$ cat src/rtl/acorn128_state_engine_if.sv
// Handshake bundle for acorn128_state_engine.
// The master side (phase controller / bench) offers beats and accepts results.
// The slave side (state engine) consumes beats and presents results.
interface acorn128_state_engine_if #(
  parameter int STEPS = 8
);
  logic               clear;
  logic               in_valid;
  logic               in_ready;
  logic [1:0]         in_mode;
  logic               in_ca;
  logic               in_cb;
  logic [STEPS-1:0]   in_data;
  logic               out_valid;
  logic               out_ready;
  logic [STEPS-1:0]   out_data;
  logic [292:0]       state_out;

  modport master (
    output clear, in_valid, in_mode, in_ca, in_cb, in_data, out_ready,
    input  in_ready, out_valid, out_data, state_out
  );

  modport slave (
    input  clear, in_valid, in_mode, in_ca, in_cb, in_data, out_ready,
    output in_ready, out_valid, out_data, state_out
  );
endinterface

$ cat src/rtl/acorn128_state_engine.sv
// ACORN-128 state engine: STEPS chained state-update steps per accepted beat,
// with a registered result stage behind a valid/ready handshake.
// Optional feature macro: ACORN128_DECRYPT_EN. When defined, in_mode=2 feeds
// the recovered plaintext (c ^ ks) back into the state; when undefined,
// in_mode=2 is handled exactly like encrypt.
module acorn128_state_engine #(
  parameter int STEPS = 8
) (
  input  logic                   clk,
  input  logic                   rst,
  acorn128_state_engine_if.slave bus
);

  // Majority of three bits.
  function automatic logic maj(input logic x, input logic y, input logic z);
    return (x & y) ^ (x & z) ^ (y & z);
  endfunction

  // Choose: y where x is set, z otherwise.
  function automatic logic ch(input logic x, input logic y, input logic z);
    return (x & y) ^ (~x & z);
  endfunction

  // One state-update step. Returns {ks, next_state}.
  function automatic logic [293:0] acorn_step(
    input logic [292:0] s_in,
    input logic         din,
    input logic         ca,
    input logic         cb,
    input logic         dec
  );
    logic [292:0] s;
    logic         ks;
    logic         f;
    logic         m;
    s = s_in;
    // LFSR taps, in this order: each update sees the not-yet-updated lower tap.
    s[289] = s[289] ^ s[235] ^ s[230];
    s[230] = s[230] ^ s[196] ^ s[193];
    s[193] = s[193] ^ s[160] ^ s[154];
    s[154] = s[154] ^ s[111] ^ s[107];
    s[107] = s[107] ^ s[66]  ^ s[61];
    s[61]  = s[61]  ^ s[23]  ^ s[0];
    ks = s[12] ^ s[154] ^ maj(s[235], s[61], s[193]) ^ ch(s[230], s[111], s[66]);
    f  = s[0] ^ ~s[107] ^ maj(s[244], s[23], s[160]) ^ (ca & s[196]) ^ (cb & ks);
    m  = dec ? (din ^ ks) : din;
    return {ks, (f ^ m), s[292:1]};
  endfunction

  logic [292:0]     state_reg;
  logic [STEPS-1:0] data_reg;
  logic             valid_reg;

  logic             xor_out;
  logic             dec_fb;
  logic [292:0]     next_state;
  logic [STEPS-1:0] ks_bits;
  logic [STEPS-1:0] result_bits;
  logic             accept;

  // Mode decode: absorb emits keystream; encrypt/decrypt emit data ^ keystream.
  always_comb begin
    xor_out = 1'b0;
    dec_fb  = 1'b0;
    case (bus.in_mode)
      2'd0: begin
        xor_out = 1'b0;
        dec_fb  = 1'b0;
      end
      2'd1: begin
        xor_out = 1'b1;
        dec_fb  = 1'b0;
      end
      2'd2: begin
        xor_out = 1'b1;
`ifdef ACORN128_DECRYPT_EN
        dec_fb  = 1'b1;
`else
        dec_fb  = 1'b0;
`endif
      end
      default: begin
        xor_out = 1'b0;
        dec_fb  = 1'b0;
      end
    endcase
  end

  // Chain STEPS update steps combinationally from the current state.
  always_comb begin
    logic [293:0] step_res;
    next_state = state_reg;
    ks_bits    = '0;
    step_res   = '0;
    for (int k = 0; k < STEPS; k++) begin
      step_res   = acorn_step(next_state, bus.in_data[k], bus.in_ca, bus.in_cb, dec_fb);
      next_state = step_res[292:0];
      ks_bits[k] = step_res[293];
    end
    if (xor_out) begin
      result_bits = bus.in_data ^ ks_bits;
    end else begin
      result_bits = ks_bits;
    end
  end

  // Clear blocks acceptance; otherwise a beat goes in when the result slot is free or draining.
  assign bus.in_ready = ~bus.clear & (bus.out_ready | ~valid_reg);
  assign accept       = bus.in_valid & bus.in_ready;

  // State and result registers: clear beats accept, accept beats drain.
  always_ff @(posedge clk or negedge rst) begin
    if (!rst) begin
      state_reg <= 293'd0;
      data_reg  <= '0;
      valid_reg <= 1'b0;
    end else if (bus.clear) begin
      state_reg <= 293'd0;
      data_reg  <= '0;
      valid_reg <= 1'b0;
    end else if (accept) begin
      state_reg <= next_state;
      data_reg  <= result_bits;
      valid_reg <= 1'b1;
    end else if (bus.out_ready) begin
      valid_reg <= 1'b0;
    end
  end

  assign bus.out_valid = valid_reg;
  assign bus.out_data  = data_reg;
  assign bus.state_out = state_reg;

endmodule
$ cat src/flat_wrapper.sv
// flat-port wrapper written by rule: the top's interface ports become plain ports
module acorn128_state_engine_flat 
#(
  parameter int STEPS = 8
)
  (clk, rst, bus_clear, bus_in_valid, bus_in_mode, bus_in_ca, bus_in_cb, bus_in_data, bus_out_ready, bus_in_ready, bus_out_valid, bus_out_data, bus_state_out);
  acorn128_state_engine_if #(.STEPS(STEPS)) bus_i ();
  input  logic clk;
  input  logic rst;
  input wire logic [$bits(bus_i.clear)-1:0] bus_clear;
  input wire logic [$bits(bus_i.in_valid)-1:0] bus_in_valid;
  input wire logic [$bits(bus_i.in_mode)-1:0] bus_in_mode;
  input wire logic [$bits(bus_i.in_ca)-1:0] bus_in_ca;
  input wire logic [$bits(bus_i.in_cb)-1:0] bus_in_cb;
  input wire logic [$bits(bus_i.in_data)-1:0] bus_in_data;
  input wire logic [$bits(bus_i.out_ready)-1:0] bus_out_ready;
  output wire logic [$bits(bus_i.in_ready)-1:0] bus_in_ready;
  output wire logic [$bits(bus_i.out_valid)-1:0] bus_out_valid;
  output wire logic [$bits(bus_i.out_data)-1:0] bus_out_data;
  output wire logic [$bits(bus_i.state_out)-1:0] bus_state_out;
  assign bus_i.clear = bus_clear;
  assign bus_i.in_valid = bus_in_valid;
  assign bus_i.in_mode = bus_in_mode;
  assign bus_i.in_ca = bus_in_ca;
  assign bus_i.in_cb = bus_in_cb;
  assign bus_i.in_data = bus_in_data;
  assign bus_i.out_ready = bus_out_ready;
  assign bus_in_ready = bus_i.in_ready;
  assign bus_out_valid = bus_i.out_valid;
  assign bus_out_data = bus_i.out_data;
  assign bus_state_out = bus_i.state_out;
  acorn128_state_engine #(.STEPS(STEPS)) u_core (.clk(clk), .rst(rst), .bus(bus_i));
endmodule
$ cat config.mk
export PLATFORM = sky130hd
export DESIGN_NAME = acorn128_state_engine_flat
export DESIGN_NICKNAME = d
export VERILOG_FILES = /design/src/rtl/acorn128_state_engine_if.sv /design/src/rtl/acorn128_state_engine.sv /design/src/flat_wrapper.sv
export SDC_FILE = /design/constraint.sdc
export NUM_CORES = 1
export LEC_CHECK = 0
export CAP_MARGIN = 30
export CORE_ASPECT_RATIO = 1.75
export CORE_MARGIN = 3
export CORE_UTILIZATION = 45
export CTS_CLUSTER_SIZE = 10
export DETAILED_ROUTE_END_ITERATION = 8
export PLACE_DENSITY_LB_ADDON = 0.08
export SLEW_MARGIN = 25
export SYNTH_ARGS = -nofsm -noshare
export SYNTH_HDL_FRONTEND = slang
export SYNTH_SLANG_ARGS = --single-unit
$ cat constraint.sdc
create_clock -name clk -period 3.6 [get_ports clk]
set_clock_uncertainty 0.15 [all_clocks]
set_input_delay 0.36 -clock clk [delete_from_list [all_inputs] [get_ports clk]]
set_output_delay 0.36 -clock clk [all_outputs]
set_load 0.01 [all_outputs]
==> metrics.yaml <==
setup_viol: 0
first_global_vias: 11400
grt_pass1_wl_mm: 73.1
critical_path_class: "reg2reg"
antenna_cells: 0
outcome: "finished, final reports clean"
max_cap_viol_count: 0
grt_usage_pct: 27.8
hold_buffers: 1
die_h_um: 243
worst_skew_pair.late_latency_ps: 510
slew_headroom_pct: 5.21
drv_slew: 0
core_um2: 31500
yosys.area.top_type_share_pct: 52.4
yosysUniqueCellTypes: 22
numCtsBuffers: 36
seqPwrFrac_pct: 49.0
worstSetupStartpointType: "flop"
portBuffers: 319
start_util_pct: 45.8
cts_buffer_depth: 3
yosysTopAreaCell: "dfrtp_1"
rsz0062_at_grt: "no"
fmax_mhz: 386
syn_to_final_growth_pct: 31.0
grt_remaining_overflow: 0
ant_nets: 0
fillers: 2683
worstPathMaxFanout: 5
via_per_inst: 5.42
power_switching_mw: 1.64
dpl.hpwl_mm: 33.4
wl_per_cell_um: 23.1
ys.warnings.count: 0
antenna_found_initial: 0
min_period_over_period_pct: 72.0
die-area_um2: 34300
grt_start_max_net_pins: 303
pwr-share-clk_pct: 44.7
cts_sinks: 302
routabilityCongestion: 0.903
cts_resized: 0
combinationalPowerShare_pct: 6.2
vdd_drop_max_mv: 0.406
hold_viol: 0
p_int_mw: 5.38
drt_iter0_drc: 854
die_w_um: 141
synthesis.nets: 1429
cts_tree: "done"
drive_above_1_share_pct: 3.68
worst_slew_pin_slew_ps: 1420
num_io_pins: 320
drc: 0
avgSynthCellArea_um2: 10.2
whs_ps: 207
post-cts-setup-buffer-count: 0
synth_cells: 1412
vias: 11300
worstPathArrival_ps: 2860
synth-seq-cells: 302
path_clk_slew_ps: 60
finalSetupTns_ps: 0
powerDensity_nw_per_um2: 371
critPathCaptureType: "flop"
drtPass1Iterations: 5
min_period_ps: 2590
p_leak_nw: 8.60
hold_class: "in2async"
ys_top_cells_by_area: "dfrtp_1, nand3b_1, nand2_1, xnor3_1, o21ai_0"
synth-seq-area-share_pct: 52.4
swShare_pct: 23.4
wl_mm: 48.1
syn-cell-area_um2: 14400
htreeDepth: 2
std_cell_rows: 86
cts_root_buffer: "clkbuf_16"
nets: 1701
cp.required_ps: 3870
==> power groups by stage <==
stage          Clock (mW)  Sequential [mW]  Combinational (mW)
2_1_floorplan           0             3.50               0.218
3_3_place_gp            0             3.50               0.436
3_5_place_dp            0             3.50               0.441
4_1_cts              3.20             3.44               0.443
5_1_grt              3.33             3.44               0.477
6_report             3.14             3.44               0.438
==> cells in the mapped netlist <==
master    count
maj3_1       16
xor2_1       29
and3_1        8
dfrtp_1     302
nand3b_1    211
nor2b_1       1
buf_1         3
inv_1         8
mux2i_1       8
a21oi_1       8
o21ai_0     139
or2b_1        5
and2_1        1
nand2_1     399
nor2_1        3
xnor2_1      28
o31ai_1      11
clkbuf_1     96
xnor3_1      52
nand2b_1     77
buf_2         2
o31ai_2       5
==> final cells by class <==
| cell class | count | area (µm²) | share of cell area, % |
|---|---|---|---|
| clock buffer | 37 | 926 | 4.89 |
| clock inverter | 1 | 8.76 | 0.0463 |
| inverter | 8 | 30.0 | 0.159 |
| multi-input combinational | 1001 | 6480 | 34.2 |
| sequential | 302 | 7560 | 40.0 |
| tap | 396 | 495 | 2.62 |
| timing repair buffer | 335 | 3420 | 18.1 |
==> final timing paths <==
| kind | from | end | slack [ps] | cells past startpoint |
|---|---|---|---|---|
| max | u_core.bus.state_out[165] | u_core.bus.state_out[290] | 1010 | 5 |
| min | rst | u_core.bus.state_out[127] | 210 | 2 |
| max reg2reg | u_core.bus.state_out[165] | u_core.bus.state_out[290] | 1010 | 5 |
| min reg2reg | u_core.bus.state_out[279] | u_core.bus.state_out[271] | 340 | 2 |
| max in group asynchronous | rst | u_core.bus.state_out[201] | 2060 | 3 |
| min in group clk | bus_clear | u_core.bus.state_out[10] | 310 | 5 |
==> per-layer routing <==
layer / part of all wire, % / vias to the layer above / GRT usage (%)
met2: 52 / 375 / 48.1
met5: 0 / - / 0
met1: 39 / 5612 / 34.9
li1: - / 5204 / -
met3: 5.8 / 77 / 4.99
met4: 3.6 / 0 / 9.63
==> state kept, by name, summed over array words and instances (netlist names) <==
| name | cells |
|---|---|
| u_core.bus.out_data | 8 |
| u_core.bus.out_valid | 1 |
| u_core.bus.state_out | 293 |
==> worst max-delay path, cell delays in order, from the launching register on <==
cell and delay, ps:
dfrtp_1 610, xnor3_1 600, maj3_1 400, xnor3_1 370
a21oi_1 110, o31ai_1 260
==> cell usage in the layout (no fill, tap or decap), drive strengths merged <==
master	instances
or2b	5
a21oi	8
buf	17
xnor2	28
and3	8
maj3	16
nand2	399
nand3b	211
clkbuf	37
dlygate4sd3	1
nand2b	77
mux2i	8
o21ai	139
and2	1
inv	9
nor2	3
xnor3	52
xor2	29
dfrtp	302
o31ai	16
nor2b	1
clkdlybuf4s50	317
==> per-stage QoR <==
step / utilization (%) / worst slack, ps / instances / power (mW) / instance area (µm²)
after floorplan: - / 1540 / 1412 / 3.72 / 14400
after global placement: 56.9 / 1100 / 2040 / 3.94 / 18000
after detailed placement: 57.0 / 1060 / 2041 / 3.94 / 18000
after CTS: 60.0 / 973 / 2080 / 7.09 / 18900
after global routing: 60.0 / 939 / 2080 / 7.25 / 18900
final: 60.0 / 1010 / 2080 / 7.02 / 18900
==> kinds of logic after synthesis <==
| family | count (synthesis) | share of synthesized area, % |
|---|---|---|
| xor gates and xnor gates | 109 | 11.6 |
| and+or+nand+nor | 705 | 25.5 |
| adders and majority gates | 16 | 1.11 |
| DFF | 302 | 52.4 |
| AOI/OAI and AO/OA | 163 | 6.10 |
| muxes | 8 | 0.555 |
| buffers and inverters | 109 | 2.85 |
Note: power is estimated with default switching activity, not from simulation.
